==> src/rtl/fetch_sequencer.sv <==
// fetch_sequencer: multi-cycle fetch controller sitting between the PC, a
// synchronous instruction ROM and the decode/execute stage.
//
// Ports:
//   clk, rst          clock and synchronous active-high reset
//   start             begin fetching at the current PC (IDLE only)
//   halt_req          sticky request to stop at the next instruction boundary
//   redirect_valid    load redirect_pc (word aligned) as the next fetch PC
//   redirect_pc       redirect target, low two bits ignored
//   rom_data          ROM read data, valid ROM_LAT cycles after the address
//   instr_ready       downstream accepts instr_out
//   pc_out            ROM address / current PC
//   instr_out         captured instruction word
//   instr_pc          PC of instr_out
//   instr_valid       instr_out is offered downstream
//   busy              fetch in progress (ISSUE, WAIT, HOLD)
//   halted            controller stopped for good
//   fetch_count       saturating count of completed handshakes
module fetch_sequencer #(
  parameter int unsigned       ADDR_W   = 8,
  parameter int unsigned       ROM_LAT  = 1,
  parameter logic [ADDR_W-1:0] RESET_PC = '0
) (
  input  logic              clk,
  input  logic              rst,
  input  logic              start,
  input  logic              halt_req,
  input  logic              redirect_valid,
  input  logic [ADDR_W-1:0] redirect_pc,
  input  logic [31:0]       rom_data,
  input  logic              instr_ready,
  output logic [ADDR_W-1:0] pc_out,
  output logic [31:0]       instr_out,
  output logic [ADDR_W-1:0] instr_pc,
  output logic              instr_valid,
  output logic              busy,
  output logic              halted,
  output logic [15:0]       fetch_count
);

  localparam int unsigned       CNT_W     = 2;
  localparam logic [CNT_W-1:0]  WAIT_INIT = CNT_W'(ROM_LAT - 1);
  localparam logic [31:0]       EBREAK    = 32'h0010_0073;
  localparam logic [15:0]       COUNT_MAX = 16'hFFFF;

  typedef enum logic [2:0] {
    S_IDLE,
    S_ISSUE,
    S_WAIT,
    S_HOLD,
    S_HALT
  } state_t;

  state_t             state;
  state_t             state_nxt;
  logic [ADDR_W-1:0]  pc_nxt;
  logic [CNT_W-1:0]   wait_cnt;
  logic [CNT_W-1:0]   wait_nxt;
  logic               halt_lat;
  logic               halt_pend;
  logic               capture;
  logic               handshake;
  logic [ADDR_W-1:0]  redir_pc;

  // State register
  always_ff @(posedge clk) begin
    if (rst) begin
      state <= S_IDLE;
    end else begin
      state <= state_nxt;
    end
  end

  // Next-state, next-PC and wait-counter logic
  always_comb begin
    state_nxt = state;
    pc_nxt    = pc_out;
    wait_nxt  = wait_cnt;
    capture   = 1'b0;
    handshake = instr_valid & instr_ready;
    halt_pend = halt_lat | halt_req;
    redir_pc  = redirect_pc & ~ADDR_W'(3);

    unique case (state)
      S_IDLE: begin
        if (redirect_valid) begin
          pc_nxt = redir_pc;
        end
        if (halt_pend) begin
          state_nxt = S_HALT;
        end else if (start) begin
          state_nxt = S_ISSUE;
        end
      end

      S_ISSUE: begin
        wait_nxt  = WAIT_INIT;
        state_nxt = S_WAIT;
        if (redirect_valid) begin
          pc_nxt    = redir_pc;
          state_nxt = S_ISSUE;
        end
      end

      S_WAIT: begin
        if (redirect_valid) begin
          // Drop the in-flight read and refetch from the target
          pc_nxt    = redir_pc;
          state_nxt = S_ISSUE;
        end else if (wait_cnt == '0) begin
          capture   = 1'b1;
          state_nxt = S_HOLD;
        end else begin
          wait_nxt = wait_cnt - CNT_W'(1);
        end
      end

      S_HOLD: begin
        if (handshake) begin
          // A redirect still loads the PC even when the halt path wins
          pc_nxt = redirect_valid ? redir_pc : pc_out + ADDR_W'(4);
          if (halt_pend || (instr_out == EBREAK)) begin
            state_nxt = S_HALT;
            if (!redirect_valid) begin
              pc_nxt = pc_out;
            end
          end else begin
            state_nxt = S_ISSUE;
          end
        end else if (redirect_valid) begin
          pc_nxt    = redir_pc;
          state_nxt = S_ISSUE;
        end
      end

      S_HALT: begin
        state_nxt = S_HALT;
      end

      default: begin
        state_nxt = S_IDLE;
      end
    endcase
  end

  // Datapath and registered status outputs, all derived from next state
  always_ff @(posedge clk) begin
    if (rst) begin
      pc_out      <= RESET_PC;
      wait_cnt    <= '0;
      halt_lat    <= 1'b0;
      instr_out   <= '0;
      instr_pc    <= '0;
      instr_valid <= 1'b0;
      busy        <= 1'b0;
      halted      <= 1'b0;
      fetch_count <= '0;
    end else begin
      pc_out      <= pc_nxt;
      wait_cnt    <= wait_nxt;
      halt_lat    <= halt_pend;
      instr_valid <= (state_nxt == S_HOLD);
      busy        <= (state_nxt == S_ISSUE) || (state_nxt == S_WAIT) ||
                     (state_nxt == S_HOLD);
      halted      <= (state_nxt == S_HALT);
      if (capture) begin
        instr_out <= rom_data;
        instr_pc  <= pc_out;
      end
      if (handshake && (fetch_count != COUNT_MAX)) begin
        fetch_count <= fetch_count + 16'd1;
      end
    end
  end

endmodule

==> config.mk <==
export PLATFORM = sky130hd
export DESIGN_NAME = fetch_sequencer
export DESIGN_NICKNAME = d
export VERILOG_FILES = /design/src/rtl/fetch_sequencer.sv
export SDC_FILE = /design/constraint.sdc
export NUM_CORES = 1
export LEC_CHECK = 0
export ABC_AREA = 0
export CAP_MARGIN = 20
export CORE_ASPECT_RATIO = 0.9
export CORE_UTILIZATION = 40
export CTS_CLUSTER_SIZE = 8
export DETAILED_ROUTE_END_ITERATION = 12
export GPL_TIMING_DRIVEN = 0
export PLACE_DENSITY = 0.8
export SYNTH_ARGS = -nofsm -noshare
export SYNTH_HDL_FRONTEND = slang
export SYNTH_SLANG_ARGS = --single-unit
export TNS_END_PERCENT = 50
==> constraint.sdc <==
create_clock -name clk -period 1.8 [get_ports clk]
set_input_delay 0.18 -clock clk [delete_from_list [all_inputs] [get_ports clk]]
set_output_delay 0.18 -clock clk [all_outputs]
set_load 0.01 [all_outputs]
* After elaboration in Yosys (flattened, before gate mapping)
Cells that the tools add are included.
** Cells by class
- Add/sub/neg operators :: 3
- Eq/ne operators :: 13
- Mux-type cells :: 21
- Bitwise gates (word level) :: 2
- Reductions and logical operators :: 11
** Operators by type and width (number)
- $mux W8 :: 5
- $eq A32 B21 Y1 const B :: 1
- $mux W3 :: 7
- $add A16 B1 Y16 const B :: 1
- $ne A16 B16 Y1 const B :: 1
- $pmux W8 S2 :: 1
- $pmux W3 S5 :: 1
- $eq A3 B2 Y1 const B :: 4
- $add A8 B3 Y8 const B :: 1
- $eq A3 B1 Y1 const B :: 2
- $eq A3 B3 Y1 const B :: 2
- $mux W2 :: 3
- $ne A2 B2 Y1 const B :: 2
- $ne A4 B4 Y1 const B :: 1
- $pmux W2 S2 :: 1
- $reduce_bool A2 Y1 :: 2
- $logic_not A3 Y1 :: 1
- $logic_or A1 B1 Y1 :: 3
- $mux W1 :: 3
- $reduce_and A3 Y1 :: 1
- $reduce_or A3 Y1 :: 1
- $logic_not A2 Y1 :: 1
- $reduce_and A2 Y1 :: 1
- $sub A2 B1 Y2 const B :: 1
- 3 further kinds :: 3
** Word-level totals
- Register bits after elaboration :: 73
- Input port bits :: 46
- Output and inout bits :: 67
- Word-level logic and storage cells :: 60

* Logic depth before layout (Yosys ltp)
- Depth after elaboration :: 8
- Depth in mapped cells :: 7
- Gate-level depth less buffers :: 7

* Worst setup path after synthesis
OpenSTA, ideal clock, no wires.
- Path type :: register to register
- Start :: register state[1]
- End :: register pc_out[7]
- Setup time :: 117 ps
- Data arrival time :: 1626 ps
- Required time :: 1683 ps
- Setup slack :: 56 ps
- Stages on the path, launching flop included :: 7
- Buffers on the path :: 1
- Clock period less this slack :: 1744 ps
- Cell sequence :: dfxtp_1 > buf_2 > nand4_4 > nor2_8 > nand4_4 > or4_1 > a32o_1
** On the way
- Cells in the longest elaborated chain, start to end :: 4
- Elaborated cells on any way between the ends :: 9
- Classes of those cells :: eq/ne (4); mux (1); reduce/logical (4)
** RTL lines
- start, declared :: RTL line 54 : state_t state;
- start signal, assigned :: RTL line 70 : state <= state_nxt;
- $eq A3 B2 Y1 (tied with other cells) :: RTL line 84 : unique case (state)
- $reduce_or A3 Y1 (no source line)
- $reduce_bool A2 Y1 (no source line)
- $reduce_and A2 Y1 (no source line)
- end signal, assigned :: RTL line 159 : pc_out <= pc_nxt;
- end, declared :: RTL line 32 : output logic [ADDR_W-1:0] pc_out,
Several ways; a longest one is shown, not always the timed one.
A chain may end at the register's enable or synchronous reset.

* Worst setup path after layout
- Start :: register instr_out[31]
- End :: register pc_out[2]
** On the way
- Cells in the longest elaborated chain, start to end :: 5
- Elaborated cells on any way between the ends :: 7
- Classes of those cells :: eq/ne (2); mux (3); reduce/logical (2)
** RTL lines
- start, declared :: RTL line 33 : output logic [31:0] instr_out,
- start signal, assigned :: RTL line 167 : instr_out <= rom_data;
- $eq A32 B21 Y1 (*) :: RTL line 122 : if (halt_pend || (instr_out == EBREAK)) begin
- $logic_or A1 B1 Y1 (*) :: RTL line 122
- $mux W8 :: RTL line 122
- $mux W8 :: RTL line 119 : if (handshake) begin
- $pmux W8 S2 :: RTL line 84
Mark *: on every way between the ends. The rest lies on a longest branch, timed or not.

==> flow_metrics.py <==
metrics = {
    "sta": {
        "worst_hold_slack_ps": 382,
        "fmax_mhz": 562,
        "rsz0062_at_grt": "yes",
        "relSlewSlack_pct": 53.7,
        "setup_slack_ps": 19.8,
        "setup_viol": 0,
        "final_hold_viol_count": 0,
        "min_period_ps": 1780,
        "tightest_slew_ps": 690,
        "slew_viol_final": 0,
        "min_period_over_period_pct": 98.9,
        "finClkSkew_ps": 7.27,
    },
    "global_routing": {
        "grt-ovfl-total": 0,
        "grt_pass1_wl_um": 13700,
        "grt_pass1_vias": 2920,
        "grt_use_total_pct": 21.5,
        "antenna_found_initial": 0,
        "grt_max_degree": 13,
    },
    "clock_network": {
        "root_buffer": "clkbuf_8",
        "cts_hold_buf": 0,
        "h-tree-depth": 3,
        "tritoncts": "yes",
        "clk_pin_slew_ps": 80,
        "clk_latency_ps": 340,
        "numCtsBuffers": 9,
        "cts_sinks": 73,
        "clk_path_buf_depth": 2,
    },
    "setup_path": {
        "r2r-start": "instr_out[31]",
        "r2r_cells": 5,
        "cp-start-kind": "register",
        "path_max_fanout": 5,
        "crit_path_end_kind": "register",
        "arrival_ps": 2010,
        "slowest_delay_ps": 350,
        "worstPathCellList": "nor4bb_1 -> nand4_1 -> o21ai_2 -> a311oi_1 -> a32o_1",
        "cpMaxStageDelayCell": "dfxtp_2",
        "r2r_slack_ps": 20,
        "reg2reg_to": "pc_out[2]",
        "path_class": "reg2reg",
        "cp.required_ps": 2030,
    },
    "route": {
        "wire_per_inst_um": 14.7,
        "drt-pass1-iter-count": 5,
        "drt_iter0_markers": 247,
        "route.detailed.drc": 0,
        "vias_per_cell": 5.33,
        "drt_wl_total_um": 8810,
        "antenna_left": 0,
        "vias": 3186,
    },
    "die": {
        "fp.dieArea_um2": 8140,
        "die_h_um": 85.7,
        "chipWidth_um": 95.0,
        "start_util_pct": 41.2,
        "core-area_um2": 7540,
        "placementRows": 30,
        "io_pins": 113,
    },
    "logic_synthesis": {
        "ys_ff_latch": 73,
        "yosysUniqueCellTypes": 45,
        "ys_seq_area_share_pct": 47.0,
        "synth_edf_count": 0,
        "synthesis.nets": 425,
        "syn_avg_cell_area_um2": 8.28,
        "synthArstFlopShare_pct": 0,
        "synth_ff_type": "dfxtp_1",
        "ys_warn_count": 0,
        "synth_area_um2": 3110,
        "synth_cells": 376,
    },
    "pwr": {
        "peakVddDrop_mv": 0.436,
        "power_frac_clock_pct": 46.4,
        "p_leak_nw": 1.60,
        "p_sw_share_pct": 20.8,
        "p_sw_w": 0.000748,
        "p_int_w": 0.00284,
        "cellPowerDensity_nw_per_um2": 772,
        "combPwrFrac_pct": 7.3,
        "power_frac_seq_pct": 46.3,
    },
    "placed_design": {
        "pre_cts_ws_ps": -380,
        "gp_congestion": 0.909,
        "placed_cells": 581,
        "portBuffers": 109,
        "dpl.hpwl_um": 6330,
    },
    "run": {
        "maxCapViolations": 0,
    },
    "hold_path": {
        "min-delay-start": "rom_data[19]",
        "hold_end": "instr_out[19]",
        "worst_hold_path_type": "in2reg",
        "whs_path_depth": 3,
    },
    "final_layout": {
        "fin_util_pct": 61.5,
        "fin_cells": 598,
        "fin_nets": 547,
        "drive_above_1_share_pct": 8.96,
        "n_antenna_cell": 0,
        "synthToLayoutAreaGrowth_pct": 49.2,
    },
    "run_status": {
        "status": "completed",
    },
}
==> flip-flops by register name, summed over array words and instances, names as in the netlist <==
register	count
instr_out	32
fetch_count	16
instr_pc	8
pc_out	8
state	3
wait_cnt	2
busy	1
halt_lat	1
halted	1
instr_valid	1
==> kinds of logic after synthesis <==
kind of cell	Yosys count	synth area share (%)
and+or+nand+nor	174	27.1
DFF	73	47.0
muxes	4	1.85
adders and majority gates	3	1.21
xor gates and xnor gates	10	2.81
buffers and inverters	27	3.42
AOI/OAI and AO/OA	85	16.6
==> per-stage QoR <==
stage	TNS [ps]	power [W]	cell area [um^2]
after floorplan	0	0.00179	3110
after CTS	-16.2	0.00359	4620
after global placement	-6530	0.00195	4320
after global routing	-201	0.00369	4640
final	0	0.00359	4640
after detailed placement	-7790	0.00195	4320
==> power by group through the flow <==
stage	registers, W	clock network [W]	logic, W
CTS	0.00166	0.00167	0.000261
finish	0.00166	0.00166	0.000263
detailed placement	0.00170	0	0.000252
global placement	0.00170	0	0.000250
global route	0.00166	0.00175	0.000283
floorplan	0.00170	0	0.0000932
==> routing by layer <==
| layer | track usage (%) | wire length, um |
|---|---|---|
| met2 | 36.1 | 4180 |
| met1 | 27.1 | 3920 |
| met4 | 5.51 | 38 |
| met3 | 6.03 | 661 |
| met5 | 0 | 0 |
==> cells in the final DEF, fill, tap and decap left out, types with 2 or more instances in the layout <==
cell type and count:
clkdlybuf4s50_1 109, nand2_1 100, dfxtp_1 67, a21oi_1 48, nor2_1 22, nand4_1 11
o21ai_0 9, clkbuf_8 9, clkbuf_1 8, inv_1 7, clkbuf_2 6, a32o_1 6
xor2_1 6, dfxtp_2 6, and4_1 5, and2_1 5, nor3_1 5, buf_4 4
or3_1 4, xnor2_1 4, o211ai_1 4, bufinv_16 4, nor4_1 3, nand3_1 3
ha_1 3, nor4bb_1 2, nor4b_1 2, nand4_4 2, o31ai_1 2, mux2i_1 2
a31oi_1 2, o41ai_1 2, or4_1 2, buf_1 2, and3_1 2, a22oi_1 2
nor2b_1 2
==> layout make-up <==
class / count / area (um^2)
inverters: 7 / 26.3
multi-input cells: 276 / 1560
repair buffers: 112 / 1110
well taps: 96 / 120
clock buffers: 10 / 128
fillers: 648 / 2900
plain buffers: 19 / 95.1
flip-flops and latches: 73 / 1470
clock inverters: 5 / 129
==> worst max-delay path by stage <==
stage              startpoint        endpoint  slack [ps]  cells past startpoint
6_report        instr_out[31]       pc_out[2]          20                      5
5_1_grt          instr_out[1]       pc_out[7]         -40                      5
4_1_cts        fetch_count[2]  fetch_count[1]         -20                      5
3_5_place_dp    instr_out[31]       pc_out[5]        -380                      5
3_3_place_gp    instr_out[31]       pc_out[2]        -380                      5
2_1_floorplan        state[1]       pc_out[7]          60                      6
==> worst max-delay path, delay by kind of cell, from the launching register on <==
family          cells  cell delay [ps]
compound gates      3              720
simple gates        2              600
flops               1              350
==> cell usage after synthesis, types with 4 or more instances <==
master / n / area (um^2)
nor3_1: 5 / 25.0
o211ai_1: 4 / 30.0
xor2_1: 6 / 52.6
o21ai_0: 11 / 55.1
xnor2_1: 4 / 35.0
nor4_1: 4 / 25.0
inv_1: 7 / 26.3
and4_1: 5 / 43.8
nor2_1: 23 / 86.3
a32o_1: 6 / 60.1
clkbuf_1: 16 / 60.1
nand2_1: 100 / 375
or3_1: 4 / 25.0
dfxtp_1: 73 / 1460
a21oi_1: 48 / 240
nand4_1: 11 / 68.8
and2_1: 5 / 31.3
==> timing repair <==
item | 4_1_cts | 5_1_grt
pin swaps | 3 | 6
gates resized for setup | 12 | 17
setup endpoints to repair | 52 | 58
hold endpoints to repair | 0 | 0
buffers inserted | 2 | 1
No activity file was read; power rests on OpenSTA's default activity.
